[config.mk]
export PLATFORM = sky130hd
export DESIGN_NAME = muldiv_unit_flat
export DESIGN_NICKNAME = d
export VERILOG_FILES = /design/src/rtl/muldiv_if.sv /design/src/rtl/muldiv_unit.sv /design/src/flat_wrapper.sv
export SDC_FILE = /design/constraint.sdc
export NUM_CORES = 1
export LEC_CHECK = 0
export ABC_AREA = 1
export CORE_ASPECT_RATIO = 1.2
export CORE_MARGIN = 2
export CORE_UTILIZATION = 40
export DETAILED_ROUTE_END_ITERATION = 10
export PLACE_DENSITY = 0.66
export SKIP_CTS_REPAIR_TIMING = 1
export SLEW_MARGIN = 40
export SYNTH_ARGS = -nofsm -noshare
export SYNTH_HDL_FRONTEND = slang
export SYNTH_SLANG_ARGS = --single-unit
[constraint.sdc]
create_clock -name clk -period 2.55 [get_ports clk]
set_input_delay 0.3825 -clock clk [delete_from_list [all_inputs] [get_ports clk]]
set_output_delay 0.3825 -clock clk [all_outputs]
set_load 0.02 [all_outputs]
[src/rtl/muldiv_if.sv]
// Handshake bundle between the EX stage and the iterative multiply/divide unit.
interface muldiv_if #(parameter int XLEN = 32);
    logic            start;
    logic            flush;
    logic [2:0]      funct3;
    logic [XLEN-1:0] a;
    logic [XLEN-1:0] b;
    logic            stall;
    logic            done;
    logic [XLEN-1:0] result;

    modport master (output start, flush, funct3, a, b, input stall, done, result);
    modport slave  (input start, flush, funct3, a, b, output stall, done, result);
endinterface

[src/rtl/muldiv_unit.sv]
// Iterative RV32M multiply/divide: shift-add multiply, restoring divide, UNROLL bits per cycle.
// Holds the pipeline with stall until the single-cycle done pulse.
module muldiv_unit #(
    parameter int XLEN   = 32,
    parameter int UNROLL = 1
) (
    input logic     clk,
    input logic     reset,
    muldiv_if.slave bus
);
    localparam int STEPS = XLEN / UNROLL;
    localparam int CW    = $clog2(STEPS + 1);
    localparam logic [XLEN-1:0] MOST_NEG = {1'b1, {(XLEN-1){1'b0}}};

    localparam logic [2:0] IDLE = 3'd0;
    localparam logic [2:0] PREP = 3'd1;
    localparam logic [2:0] CALC = 3'd2;
    localparam logic [2:0] FIX  = 3'd3;
    localparam logic [2:0] DONE = 3'd4;

    logic [2:0]        state;
    logic [2:0]        f3;
    logic [XLEN-1:0]   a_q, b_q;
    logic [XLEN-1:0]   mcand;
    logic [2*XLEN-1:0] prod;
    logic [XLEN:0]     rem;
    logic [CW-1:0]     cnt;
    logic              sign_a, sign_b;
    logic              done_q;
    logic [XLEN-1:0]   res_q;

    logic              is_div, a_signed, b_signed, sa, sb, div_zero, ovf;
    logic [XLEN-1:0]   a_mag, b_mag, special_res, fix_res;
    logic [XLEN-1:0]   quo, quo_s, rem_s;
    logic [2*XLEN-1:0] prod_s;

    assign is_div   = f3[2];
    assign a_signed = (f3 == 3'b001) || (f3 == 3'b010) || (f3 == 3'b100) || (f3 == 3'b110);
    assign b_signed = (f3 == 3'b001) || (f3 == 3'b100) || (f3 == 3'b110);
    assign sa       = a_signed & a_q[XLEN-1];
    assign sb       = b_signed & b_q[XLEN-1];
    // Negating the most-negative value yields 2^(XLEN-1) read as unsigned.
    assign a_mag    = sa ? -a_q : a_q;
    assign b_mag    = sb ? -b_q : b_q;

    assign div_zero = is_div && (b_q == '0);
    assign ovf      = ((f3 == 3'b100) || (f3 == 3'b110)) && (a_q == MOST_NEG) && (&b_q);
    // f3[1] separates REM/REMU from DIV/DIVU.
    assign special_res = f3[1] ? (div_zero ? a_q : '0) : (div_zero ? '1 : a_q);

    // One CALC cycle worth of iterations; prod low half doubles as the quotient shifter.
    logic [2*XLEN-1:0] p_n;
    logic [XLEN:0]     r_n;
    logic [XLEN:0]     hi;
    always_comb begin
        p_n = prod;
        r_n = rem;
        hi  = '0;
        for (int u = 0; u < UNROLL; u++) begin
            if (is_div) begin
                r_n = {r_n[XLEN-1:0], p_n[XLEN-1]};
                p_n = {p_n[2*XLEN-1:XLEN], p_n[XLEN-2:0], 1'b0};
                if (r_n >= {1'b0, mcand}) begin
                    r_n    = r_n - {1'b0, mcand};
                    p_n[0] = 1'b1;
                end
            end else begin
                hi  = {1'b0, p_n[2*XLEN-1:XLEN]} + (p_n[0] ? {1'b0, mcand} : '0);
                p_n = {hi, p_n[XLEN-1:1]};
            end
        end
    end

    assign prod_s  = (sign_a ^ sign_b) ? -prod : prod;
    assign quo     = prod[XLEN-1:0];
    assign quo_s   = (sign_a ^ sign_b) ? -quo : quo;
    assign rem_s   = sign_a ? -rem[XLEN-1:0] : rem[XLEN-1:0];
    assign fix_res = is_div ? (f3[1] ? rem_s : quo_s)
                            : ((f3[1:0] == 2'b00) ? prod_s[XLEN-1:0] : prod_s[2*XLEN-1:XLEN]);

    always_ff @(posedge clk) begin
        if (reset) begin
            state  <= IDLE;
            f3     <= '0;
            a_q    <= '0;
            b_q    <= '0;
            mcand  <= '0;
            prod   <= '0;
            rem    <= '0;
            cnt    <= '0;
            sign_a <= 1'b0;
            sign_b <= 1'b0;
            done_q <= 1'b0;
            res_q  <= '0;
        end else begin
            done_q <= 1'b0;
            if (bus.flush && state != IDLE) begin
                state <= IDLE;
            end else begin
                case (state)
                    IDLE: if (bus.start && !bus.flush) begin
                        state <= PREP;
                        f3    <= bus.funct3;
                        a_q   <= bus.a;
                        b_q   <= bus.b;
                    end
                    PREP: begin
                        sign_a <= sa;
                        sign_b <= sb;
                        cnt    <= CW'(STEPS);
                        rem    <= '0;
                        if (is_div) begin
                            prod  <= {{XLEN{1'b0}}, a_mag};
                            mcand <= b_mag;
                        end else begin
                            prod  <= {{XLEN{1'b0}}, b_mag};
                            mcand <= a_mag;
                        end
                        if (div_zero || ovf) begin
                            res_q  <= special_res;
                            done_q <= 1'b1;
                            state  <= DONE;
                        end else begin
                            state <= CALC;
                        end
                    end
                    CALC: begin
                        prod <= p_n;
                        rem  <= r_n;
                        cnt  <= cnt - CW'(1);
                        if (cnt == CW'(1)) state <= FIX;
                    end
                    FIX: begin
                        res_q  <= fix_res;
                        done_q <= 1'b1;
                        state  <= DONE;
                    end
                    DONE:    state <= IDLE;
                    default: state <= IDLE;
                endcase
            end
        end
    end

    // No flush term for busy states: stall releases the cycle after flush.
    assign bus.stall  = !reset && ((bus.start && state == IDLE && !bus.flush) ||
                                   state == PREP || state == CALC || state == FIX);
    assign bus.done   = done_q;
    assign bus.result = res_q;
endmodule

[src/flat_wrapper.sv]
// flat-port wrapper written by rule: the top's interface ports become plain ports
module muldiv_unit_flat 
#(
    parameter int XLEN   = 32,
    parameter int UNROLL = 1
)
  (clk, reset, bus_start, bus_flush, bus_funct3, bus_a, bus_b, bus_stall, bus_done, bus_result);
  muldiv_if #(.XLEN(XLEN)) bus_i ();
  input logic clk;
  input logic reset;
  input wire logic [$bits(bus_i.start)-1:0] bus_start;
  input wire logic [$bits(bus_i.flush)-1:0] bus_flush;
  input wire logic [$bits(bus_i.funct3)-1:0] bus_funct3;
  input wire logic [$bits(bus_i.a)-1:0] bus_a;
  input wire logic [$bits(bus_i.b)-1:0] bus_b;
  output wire logic [$bits(bus_i.stall)-1:0] bus_stall;
  output wire logic [$bits(bus_i.done)-1:0] bus_done;
  output wire logic [$bits(bus_i.result)-1:0] bus_result;
  assign bus_i.start = bus_start;
  assign bus_i.flush = bus_flush;
  assign bus_i.funct3 = bus_funct3;
  assign bus_i.a = bus_a;
  assign bus_i.b = bus_b;
  assign bus_stall = bus_i.stall;
  assign bus_done = bus_i.done;
  assign bus_result = bus_i.result;
  muldiv_unit #(.XLEN(XLEN), .UNROLL(UNROLL)) u_core (.clk(clk), .reset(reset), .bus(bus_i));
endmodule
### Yosys cells after proc, flatten, opt, wreduce, memory -nomap -nowiden

Index checks and enable logic that the tools add are counted.

* add/subtract/negate cells: 8
* $mul: 0
* divide/modulo/power cells: 0
* magnitude comparators: 1
* eq/ne operators: 14
* shifts and indexed selects: 0
* mux-type cells: 29
* bitwise logic cells: 4
* reduce and logical (&&, ||, !) cells: 35

Operators with widths (count)
* 32-bit 2-to-1 mux: 16
* 64-bit 2-to-1 mux: 2
* 32-bit negator: 4
* 32-bit one-hot mux with 2 select lines: 2
* 64-bit one-hot mux with 2 select lines: 1
* 64-bit negator: 1
* 32-bit by 33-bit adder with 33-bit output: 1
* 33-bit by 32-bit >= comparator with 1-bit output: 1
* 32-bit equality test (second input constant): 1
* 32-bit logical NOT: 1
* 32-bit AND reduction: 1
* 32-bit subtractor: 1
* 3-bit one-hot mux with 4 select lines: 1
* 6-bit one-hot mux with 2 select lines: 1
* 3-bit AND reduction: 4
* 1-bit logical OR: 10
* 3-bit by 2-bit equality test with 1-bit output (second input constant): 3
* 3-bit 2-to-1 mux: 3
* 1-bit logical AND: 8
* 2-bit by 1-bit != test with 1-bit output (second input constant): 4
* 3-bit by 1-bit equality test with 1-bit output (second input constant): 2
* 3-bit equality test (second input constant): 2
* 6-bit by 1-bit equality test with 1-bit output (second input constant): 1
* 2-bit AND reduction: 3
* other kinds (13): 17

* register bits: 239
* bits in latches: 0
* memory bits (writable): 0
* memory bits (read-only): 0
* input bits: 71
* output and inout bits: 34
* logic and storage cells: 104
* memories kept: 0

### Logic depth before layout (Yosys ltp)

Gate-level depths: netlist (run 1).

* depth in word-level cells: 8
* gate-level depth with buffers: 18
* mapped depth without buffers: 17

### Least setup slack after synthesis (run 1)

Ideal clock, no wire load.

* path kind: reg2reg
* start point: register u_core.prod[0]
* end point: register u_core.prod[51]
* setup time: 0.132 ns
* arrival time: 2.589 ns
* data required time: 2.418 ns
* slack: -0.171 ns
* stages on the path, launching flop included: 15
* path buffers: 2
* clock period less this slack: 2.721 ns
* cells stage by stage: dfxtp_1 buf_2 clkbuf_1 nand2_1 inv_1 ha_1 inv_1 fa_1 o21ai_0 a21oi_1 o21ai_0 a21oi_1 or2_2 nand3_1 a21oi_1

* word-level cells in the longest chain between the ends: 4

RTL lines
* from (decl): line muldiv_unit.sv:25 `logic [2*XLEN-1:0] prod;`
* from (signal assigned): line muldiv_unit.sv:113 `prod <= {{XLEN{1'b0}}, a_mag};`
* from (signal assigned): line muldiv_unit.sv:116 `prod <= {{XLEN{1'b0}}, b_mag};`
* from (signal assigned): line muldiv_unit.sv:128 `prod <= p_n;`
* 32-bit 2-to-1 mux: line muldiv_unit.sv:68 `hi = {1'b0, p_n[2*XLEN-1:XLEN]} + (p_n[0] ? {1'b0, mcand} : '0);`
* 32-bit by 33-bit adder with 33-bit output: line muldiv_unit.sv:68
* 64-bit 2-to-1 mux: line muldiv_unit.sv:60 `if (is_div) begin`
* 64-bit one-hot mux with 2 select lines: line muldiv_unit.sv:100 `case (state)`

No other way between the ends. The select of a mux whose other input is x is not followed.
A chain may end at the register's enable or synchronous reset.

### Final worst setup path (run 1)

* start point: register u_core.b_q[20]
* end point: register u_core.res_q[10] (netlist: u_core.bus.result[10])

* word-level cells in the longest chain between the ends: 6
* elaborated cells between the ends (all ways): 12
* classes of those cells: eq/ne: 1; mux: 5; reduce/logical: 6

RTL lines
* from (decl): line muldiv_unit.sv:23 `logic [XLEN-1:0] a_q, b_q;`
* from (signal assigned): line muldiv_unit.sv:105 `b_q <= bus.b;`
* 32-bit logical NOT: line muldiv_unit.sv:46 `assign div_zero = is_div && (b_q == '0);`
* 1-bit logical AND: line muldiv_unit.sv:46
* 32-bit 2-to-1 mux (2 in series): line muldiv_unit.sv:49 `assign special_res = f3[1] ? (div_zero ? a_q : '0) : (div_zero ? '1 : a_q);`
* 32-bit 2-to-1 mux: line muldiv_unit.sv:119 `if (div_zero || ovf) begin`
* 32-bit one-hot mux with 2 select lines: line muldiv_unit.sv:100
* to (signal assigned): line muldiv_unit.sv:120 `res_q <= special_res;`
* to (signal assigned): line muldiv_unit.sv:134 `res_q <= fix_res;`
* to (decl): line muldiv_unit.sv:30 `logic [XLEN-1:0] res_q;`

Parallel ways exist; a longest one is shown, timed or not. The select of a mux whose other input is x is not followed.

==> tab_implementation.tex, run 1 <==
\begin{tabular}{lr}
\hline
Metric & Value \\
\hline
\multicolumn{2}{l}{\textbf{Worst setup path}} \\
\quad Number of buffers and inverters on the critical path & 4 \\
\quad Worst Path Class, Setup & reg2reg \\
\quad CP cell instances & inv\_1 -> nand3\_1 -> nor3\_1 -> nand3\_2 -> buf\_4 -> buf\_12 -> o21ai\_1 -> buf\_4 -> nand2\_1 -> a21oi\_2 \\
\quad Critical-path maximum fanout & 16 \\
\quad Delay-heaviest family, CP & simple AND/OR/NAND/NOR gates \\
\quad FF-to-FF Start & u\_core.b\_q[20] \\
\quad Origin of the worst setup path & u\_core.b\_q[20] \\
\quad Critical path arrival & 2.97 ns \\
\quad Biggest cell delay along the critical path & 0.57 ns \\
\quad Required time at the endpoint of the critical path & 3.07 ns \\
\quad Category of the worst setup path launch point & flip-flop \\
\quad CP dominant cell by count & sky130\_fd\_sc\_hd\_\_buf\_4 \\
\quad Type of destination of the critical path & flip-flop \\
\quad CP max stage cell & sky130\_fd\_sc\_hd\_\_nor3\_1 \\
\multicolumn{2}{l}{\textbf{Yosys}} \\
\quad Cell Area, Synth & 20370 um\^{}2 \\
\quad Sequential-to-total area share from yosys stat & 23.49\% \\
\quad Synthesized netlist cell count & 3468 \\
\quad Synthesized flop and latch total & 239 \\
\quad Net count after synthesis & 3612 \\
\quad Syn. warnings & 0 \\
\quad Fraction of registers with async set/reset & 0\% \\
\quad Commonest register cell after synthesis & sky130\_fd\_sc\_hd\_\_dfxtp\_1 \\
\quad Count of flip-flops with a built-in enable after synthesis & 0 \\
\quad Mean area per synthesized cell & 5.874 um\^{}2 \\
\quad Post-synthesis cell type count & 51 \\
\multicolumn{2}{l}{\textbf{Worst hold path}} \\
\quad Worst hold start & reset \\
\quad Hold/Removal Path Class & in2reg \\
\multicolumn{2}{l}{\textbf{Routing}} \\
\quad TritonRoute pass-1 iters & 7 \\
\quad Drt first-iter violations & 2665 \\
\quad Sum of routed wire length over all layers & 87170 um \\
\quad Final routed wire length divided by cell count & 19.94 um \\
\quad DRT antenna net count & 0 \\
\quad Number of design rule violations left after detail routing & 0 \\
\quad Number of vias per cell & 5.638 \\
\quad Via count of the routed design & 24.64k \\
\multicolumn{2}{l}{\textbf{Final layout}} \\
\quad Commonest non-fill, non-tap cells in the layout & 862 x sky130\_fd\_sc\_hd\_\_nand2\_1, 377 x sky130\_fd\_sc\_hd\_\_nor2\_1, 345 x sky130\_fd\_sc\_hd\_\_nand3\_1, 341 x sky130\_fd\_sc\_hd\_\_a21oi\_1, 324 x sky130\_fd\_sc\_hd\_\_inv\_1 \\
\quad Multi-input logic area & 13890 um\^{}2 \\
\quad Final layout net count & 3849 \\
\quad Antenna cell count & 0 \\
\quad Most common cell after layout, fill and taps aside & sky130\_fd\_sc\_hd\_\_nand2\_1 \\
\quad Final core utilization & 49.45\% \\
\quad Fraction of final layout cells with drive strength greater than 1 & 11.03\% \\
\quad Filler Cells Inserted & 5307 \\
\quad Area growth from synthesis to layout & 22.17\% \\
\quad Seq. cell area & 4795 um\^{}2 \\
\multicolumn{2}{l}{\textbf{STA}} \\
\quad Slew margin rel. & 45.05\% \\
\quad Actual transition at the worst max-transition pin & 0.8156 ns \\
\quad Achievable frequency & 407.2 MHz \\
\quad Clock Skews & 0.03232 ns \\
\quad Number of endpoints failing setup at the final stage & 0 \\
\quad Sum of negative setup slack & 0 ns \\
\quad Slew Limit Fails & 0 \\
\quad Hold slack & 0.1725 ns \\
\quad Time the final worst path needs with I/O delays and setup & 2.456 ns \\
\quad Final Cycle Share & 96.30\% \\
\quad Hold Fails Final Rpt & 0 \\
\multicolumn{2}{l}{\textbf{Floorplan}} \\
\quad Full die area & 52760 um\^{}2 \\
\quad Height of the chip & 251.2 um \\
\quad I/O pin cnt & 105 \\
\quad Row count & 90 \\
\quad Area of the core region & 50340 um\^{}2 \\
\quad Starting density of the core & 40.47\% \\
\quad Die extent in x & 210.0 um \\
\multicolumn{2}{l}{\textbf{Clock network}} \\
\quad Clk buf depth & 3 \\
\quad Count of clock tree sinks & 239 \\
\quad Root cell of the clock tree & sky130\_fd\_sc\_hd\_\_clkbuf\_16 \\
\quad Clock tree from TritonCTS & built \\
\quad Number of H-tree levels & 1 \\
\quad Later-pin clock latency in the skew report & 0.62 ns \\
\quad Clock transition at path regs & 0.07 ns \\
\quad Inserted Clock Buffers & 29 \\
\multicolumn{2}{l}{\textbf{Power and ir drop}} \\
\quad Flop pwr share & 20.6\% \\
\quad Power density over the cells & 1010 nW/um\^{}2 \\
\quad Worst-case vdd ir drop & 0.7390 mV \\
\quad Internal cell power & 0.01219 W \\
\quad Proportion of power drawn by combinational gates & 62.2\% \\
\quad Leakage Power & 11.53 nW \\
\quad Power spent charging and discharging nets & 0.01295 W \\
\quad Part of the power in the clock network & 17.2\% \\
\quad Switching share of power & 51.51\% \\
\multicolumn{2}{l}{\textbf{Outcome}} \\
\quad Result of the run & finished clean \\
\multicolumn{2}{l}{\textbf{Placement}} \\
\quad Final weighted congestion in routability-driven placement & 1.015 \\
\quad Post-DP HPWL & 69570 um \\
\quad Port Buffer Count & 104 \\
\multicolumn{2}{l}{\textbf{Global routing}} \\
\quad Largest net degree at the start of global routing & 103 \\
\quad Total overflow reported by the global router & 0 \\
\quad Global-route wire length before repair & 131400 um \\
\quad Number of global-route vias before repair & 22.44k \\
\quad Antenna violations before repair & 2 \\
\quad All-Layer GR Usage & 32.21\% \\
\multicolumn{2}{l}{\textbf{Job}} \\
\quad Max-cap violation count & 0 \\
\hline
\end{tabular}
-- worst register-to-register path, delay by kind of cell, from the launching register on --
family / cells / cell delay (ns)
AO/OA/AOI/OAI: 2 / 0.39
flip-flops: 1 / 0.34
AND/OR/NAND/NOR: 4 / 0.92
buffers and inverters: 4 / 0.73
-- power by group through the flow --
stage,registers [W],clock network [W],logic (W)
after floorplan,0.00499,0,0.00955
after global placement,0.00519,0,0.0150
after detailed placement,0.00519,0,0.0150
after CTS,0.00511,0.00437,0.0151
after global routing,0.00522,0.00449,0.0171
final,0.00517,0.00433,0.0156
-- kinds of logic (layout without fill, tap and decap cells) --
| family | after synthesis | count (layout) | synth area share [%] |
|---|---|---|---|
| simple gates | 1751 | 1751 | 36.43 |
| buf+inv | 494 | 753 | 9.366 |
| fa+ha+maj | 73 | 73 | 4.557 |
| xor+xnor | 90 | 90 | 3.869 |
| flops | 239 | 239 | 23.49 |
| compound gates | 821 | 821 | 22.29 |
-- synth_stat cells, types with 2 or more instances --
cell,number,area share (%)
sky130_fd_sc_hd__o21bai_1,23,0.85
sky130_fd_sc_hd__nor3_2,2,0.098
sky130_fd_sc_hd__nor2_4,2,0.11
sky130_fd_sc_hd__inv_1,327,6.0
sky130_fd_sc_hd__o31ai_1,3,0.11
sky130_fd_sc_hd__or2_2,11,0.34
sky130_fd_sc_hd__nand4_1,37,1.1
sky130_fd_sc_hd__ha_1,71,4.4
sky130_fd_sc_hd__o21ai_1,4,0.098
sky130_fd_sc_hd__o22ai_1,5,0.15
sky130_fd_sc_hd__a221oi_1,28,1.2
sky130_fd_sc_hd__fa_1,2,0.20
sky130_fd_sc_hd__buf_1,12,0.22
sky130_fd_sc_hd__a21boi_0,5,0.18
sky130_fd_sc_hd__clkbuf_1,116,2.1
sky130_fd_sc_hd__xnor2_1,25,1.1
sky130_fd_sc_hd__nor3_1,34,0.84
sky130_fd_sc_hd__a211oi_1,3,0.11
sky130_fd_sc_hd__nor2_2,8,0.25
sky130_fd_sc_hd__o21ai_0,302,7.4
sky130_fd_sc_hd__clkinv_1,2,0.037
sky130_fd_sc_hd__xor2_1,65,2.8
sky130_fd_sc_hd__nand3b_1,32,1.2
sky130_fd_sc_hd__o211ai_1,54,2.0
sky130_fd_sc_hd__o21a_1,6,0.22
sky130_fd_sc_hd__nand3_2,4,0.20
sky130_fd_sc_hd__nor4_1,6,0.18
sky130_fd_sc_hd__a31oi_1,14,0.43
sky130_fd_sc_hd__nand2_1,865,16
sky130_fd_sc_hd__a21oi_2,9,0.39
sky130_fd_sc_hd__a21o_1,8,0.29
sky130_fd_sc_hd__buf_2,21,0.52
sky130_fd_sc_hd__nand3_1,345,8.5
sky130_fd_sc_hd__nor2_1,395,7.3
sky130_fd_sc_hd__a21oi_1,353,8.7
sky130_fd_sc_hd__buf_6,2,0.11
sky130_fd_sc_hd__nand2_2,3,0.092
sky130_fd_sc_hd__a311oi_1,2,0.086
sky130_fd_sc_hd__inv_2,12,0.22
sky130_fd_sc_hd__dfxtp_1,239,23
-- state kept, by name, summed over array words and instances (netlist names), 3 cells and up --
signal             cells
u_core.a_q            32
u_core.f3              3
u_core.bus.result     32
u_core.mcand          32
u_core.rem            32
u_core.prod           64
u_core.cnt             6
u_core.state           3
u_core.b_q            32
-- final cells by class --
cell class	instances	share of cell area (%)
clock buffer	41	3.217
clock inverter	12	0.6535
tap	644	3.237
timing repair buffer	358	12.64
multi-input combinational	2735	55.82
sequential	239	19.26
inverter	342	5.163
-- metal layers --
| layer | track usage (%) | share of wire, % |
|---|---|---|
| met4 | 22.41 | 8.4 |
| met5 | 0 | 0 |
| met2 | 51.35 | 44 |
| met1 | 40.26 | 40 |
| met3 | 4.285 | 7.3 |
-- path summary, 6_finish.rpt --
| check | slack, ns | cells past startpoint | endpoint |
|---|---|---|---|
| hold / removal | 0.17 | 2 | u_core.cnt[1] |
| setup reg to reg | 0.09 | 10 | u_core.bus.result[10] |
| hold reg to reg | 0.46 | 2 | u_core.bus.result[17] |
| setup / recovery | 0.09 | 10 | u_core.bus.result[10] |
-- per-stage QoR --
step           cell area (um^2)  instances  power, W  setup WS [ns]
2_1_floorplan             20370       3468   0.01453        0.02168
3_3_place_gp              23710       4315   0.02021        -0.1247
3_5_place_dp              23710       4315   0.02024        -0.1734
4_1_cts                   24670       4368   0.02460        -0.3542
5_1_grt                   24890       4371   0.02685     -0.0005957
6_report                  24890       4371   0.02514        0.09432
Power figures use the tool's default switching activity.
==> run 2: changes to the inputs <==
CELL_PAD_IN_SITES_DETAIL_PLACEMENT = 0   (was default)
CELL_PAD_IN_SITES_GLOBAL_PLACEMENT = 1   (was default)
CORE_UTILIZATION = 39   (was 40)
PLACE_DENSITY = 0.85   (was 0.66)
==> tab_implementation.tex, run 2 (synthesis gave the netlist of run 1 again) <==
\begin{tabular}{lr}
\hline
Metric & Value \\
\hline
\multicolumn{2}{l}{\textbf{Job}} \\
\quad Max-cap violation count & 0 (unchanged) \\
\multicolumn{2}{l}{\textbf{Routing}} \\
\quad Number of vias per cell & 5.552 (-1.5\%) \\
\quad Number of design rule violations left after detail routing & 0 (unchanged) \\
\quad Via count of the routed design & 24.53k (-0.48\%) \\
\quad Final routed wire length divided by cell count & 20.54 um (+3.0\%) \\
\quad DRT antenna net count & 0 (unchanged) \\
\quad Sum of routed wire length over all layers & 90740 um (+4.1\%) \\
\quad TritonRoute pass-1 iters & 5 (-2) \\
\quad Drt first-iter violations & 2352 (-12\%) \\
\multicolumn{2}{l}{\textbf{Worst setup path}} \\
\quad Biggest cell delay along the critical path & 0.48 ns (-0.09 ns) \\
\quad Critical-path maximum fanout & 21 (+5) \\
\quad R2r setup slk & 0.07 ns (-0.03 ns) \\
\quad Required time at the endpoint of the critical path & 3.09 ns (+0.02 ns) \\
\quad Category of the worst setup path launch point & flip-flop \\
\quad CP cell instances & inv\_1 -> nand3\_1 -> nor3\_1 -> nand3\_2 -> buf\_12 -> o21ai\_0 -> nand2\_1 -> a21oi\_2 \\
\quad Critical path arrival & 3.02 ns (+0.05 ns) \\
\quad Type of destination of the critical path & flip-flop \\
\quad CP max stage cell & sky130\_fd\_sc\_hd\_\_nor3\_1 \\
\quad Worst Path Class, Setup & reg2reg \\
\multicolumn{2}{l}{\textbf{Clock network}} \\
\quad Clock tree from TritonCTS & built \\
\quad Count of clock tree sinks & 239 (unchanged) \\
\quad Number of H-tree levels & 1 (unchanged) \\
\quad Root cell of the clock tree & sky130\_fd\_sc\_hd\_\_clkbuf\_16 \\
\quad Clk buf depth & 3 (unchanged) \\
\quad Clock transition at path regs & 0.06 ns (about the same) \\
\quad Later-pin clock latency in the skew report & 0.61 ns (about the same) \\
\quad Inserted Clock Buffers & 30 (+3.4\%) \\
\multicolumn{2}{l}{\textbf{Final layout}} \\
\quad Fraction of final layout cells with drive strength greater than 1 & 11.64\% (+0.61 points) \\
\quad Antenna cell count & 0 (unchanged) \\
\quad Area growth from synthesis to layout & 23.53\% \\
\quad Most common cell after layout, fill and taps aside & sky130\_fd\_sc\_hd\_\_nand2\_1 \\
\quad Finished Layout Cells & 4417 (+1.1\%) \\
\quad Number of flip-flops under the largest register name & 64 (unchanged) \\
\quad Commonest non-fill, non-tap cells in the layout & 858 x sky130\_fd\_sc\_hd\_\_nand2\_1, 369 x sky130\_fd\_sc\_hd\_\_nor2\_1, 343 x sky130\_fd\_sc\_hd\_\_nand3\_1, 338 x sky130\_fd\_sc\_hd\_\_a21oi\_1, 324 x sky130\_fd\_sc\_hd\_\_inv\_1 \\
\quad Biggest register & u\_core.prod \\
\quad Final layout net count & 3840 (-0.23\%) \\
\multicolumn{2}{l}{\textbf{Outcome}} \\
\quad Result of the run & finished clean \\
\multicolumn{2}{l}{\textbf{Global routing}} \\
\quad Largest net degree at the start of global routing & 133 (+29\%) \\
\quad Global-route wire length before repair & 134900 um (+2.7\%) \\
\quad Antenna violations before repair & 0 (-2) \\
\quad All-Layer GR Usage & 32.79\% (+0.59 points) \\
\quad Number of global-route vias before repair & 22.45k (+0.053\%) \\
\quad Total overflow reported by the global router & 0 (unchanged) \\
\multicolumn{2}{l}{\textbf{Power and ir drop}} \\
\quad Worst-case vdd ir drop & 1.268 mV (+72\%) \\
\quad Power density over the cells & 1023 nW/um\^{}2 (+1.3\%) \\
\quad Leakage Power & 11.51 nW (-0.15\%) \\
\multicolumn{2}{l}{\textbf{Placement}} \\
\quad Worst slack, placed & 0.04083 ns (+0.2142 ns) \\
\quad Final weighted congestion in routability-driven placement & 1.024 (+0.86\%) \\
\quad Post-DP HPWL & 72780 um (+4.6\%) \\
\quad Number of cells in the design after placement & 4356 (+0.95\%) \\
\quad Port Buffer Count & 104 (unchanged) \\
\multicolumn{2}{l}{\textbf{Floorplan}} \\
\quad Area of the core region & 51460 um\^{}2 (+2.2\%) \\
\quad Row count & 91 (+1.1\%) \\
\quad Height of the chip & 254.4 um (+1.3\%) \\
\quad I/O pin cnt & 105 (unchanged) \\
\quad Die extent in x & 212.6 um (+1.2\%) \\
\quad Starting density of the core & 39.58\% (-0.89 points) \\
\quad Full die area & 54090 um\^{}2 (+2.5\%) \\
\multicolumn{2}{l}{\textbf{STA}} \\
\quad Time the final worst path needs with I/O delays and setup & 2.484 ns (+0.02803 ns) \\
\quad Slew Limit Fails & 0 (unchanged) \\
\quad Final Cycle Share & 97.40\% (+1.1 points) \\
\quad Number of endpoints failing setup at the final stage & 0 (unchanged) \\
\quad Hold Fails Final Rpt & 0 (unchanged) \\
\quad Achievable frequency & 402.6 MHz (-1.1\%) \\
\quad Actual transition at the worst max-transition pin & 0.7730 ns (-0.04260 ns) \\
\quad Slew margin rel. & 47.92\% (+2.9 points) \\
\quad Fin worst setup slack & 0.06629 ns (-0.02803 ns) \\
\quad Clock Skews & 0.01702 ns (-0.01530 ns) \\
\multicolumn{2}{l}{\textbf{Worst hold path}} \\
\quad Hold/Removal Path Class & in2reg \\
\hline
\end{tabular}
-- run 2: changes by cell type in the layout (fill, tap and decap cells not counted), moves of 5 or more --
cell and delta:
sky130_fd_sc_hd__clkbuf_1 -8, sky130_fd_sc_hd__buf_4 -9, sky130_fd_sc_hd__nor2_2 +5, sky130_fd_sc_hd__bufinv_16 +5, sky130_fd_sc_hd__ha_4 +6, sky130_fd_sc_hd__nor2_1 -8
-- run 2: where the power goes --
part	leakage [nW]	switching (W)	total (W)	internal (W)
sequential	1.94	0.000867	0.00520	0.00433
clock	0.550	0.00194	0.00504	0.00310
combinational	9.02	0.0103	0.0155	0.00517
-- run 2: area by class of cell --
type                            count  area, um^2
Clock buffer                       34       807.0
Clock inverter                     22       345.3
Fill cell                        5531       26300
Inverter                          342        1285
Multi-Input combinational cell   2735       14030
Sequential cell                   239        4793
Tap cell                          697       872.1
Timing Repair Buffer              348        3035
-- run 2: path summary, 6_finish.rpt --
| kind | to | from | cells after the start |
|---|---|---|---|
| worst max register to register | u_core.bus.result[12] | u_core.b_q[23] | 8 |
| worst min-delay path | u_core.prod[40] | reset | 2 |
| worst max-delay path | u_core.bus.result[12] | u_core.b_q[23] | 8 |
| worst min register to register | u_core.bus.result[31] | u_core.bus.result[31] | 2 |
-- run 2: worst max-delay path, delay by kind of cell (launching register included) --
family / cells / cell delay, ns
and+or+nand+nor: 4 / 1.13
AOI/OAI and AO/OA: 2 / 0.48
buffers and inverters: 2 / 0.44
DFF: 1 / 0.35
-- run 2: per-layer routing --
metal | wire length [um] | vias to the layer above | GRT usage, %
li1 | - | 12050 | -
met1 | 36660 | 11180 | 41.75
met2 | 40690 | 1069 | 52.79
met3 | 6659 | 226 | 3.596
met4 | 6725 | 0 | 21.00
met5 | 0 | - | 0
-- run 2: stage by stage --
step / total power (W) / TNS (ns) / cell area, um^2 / hold slack (ns) / util [%]
after floorplan: 0.01453 / 0 / 20370 / 0.4268 / -
after global placement: 0.02013 / 0 / 23650 / 0.4564 / 45.95
after detailed placement: 0.02011 / 0 / 23650 / 0.4588 / 45.96
after CTS: 0.02517 / -0.3138 / 24810 / 0.1857 / 48.20
after global routing: 0.02756 / -0.08847 / 25170 / 0.1949 / 48.90
final: 0.02575 / 0 / 25170 / 0.1998 / 48.90
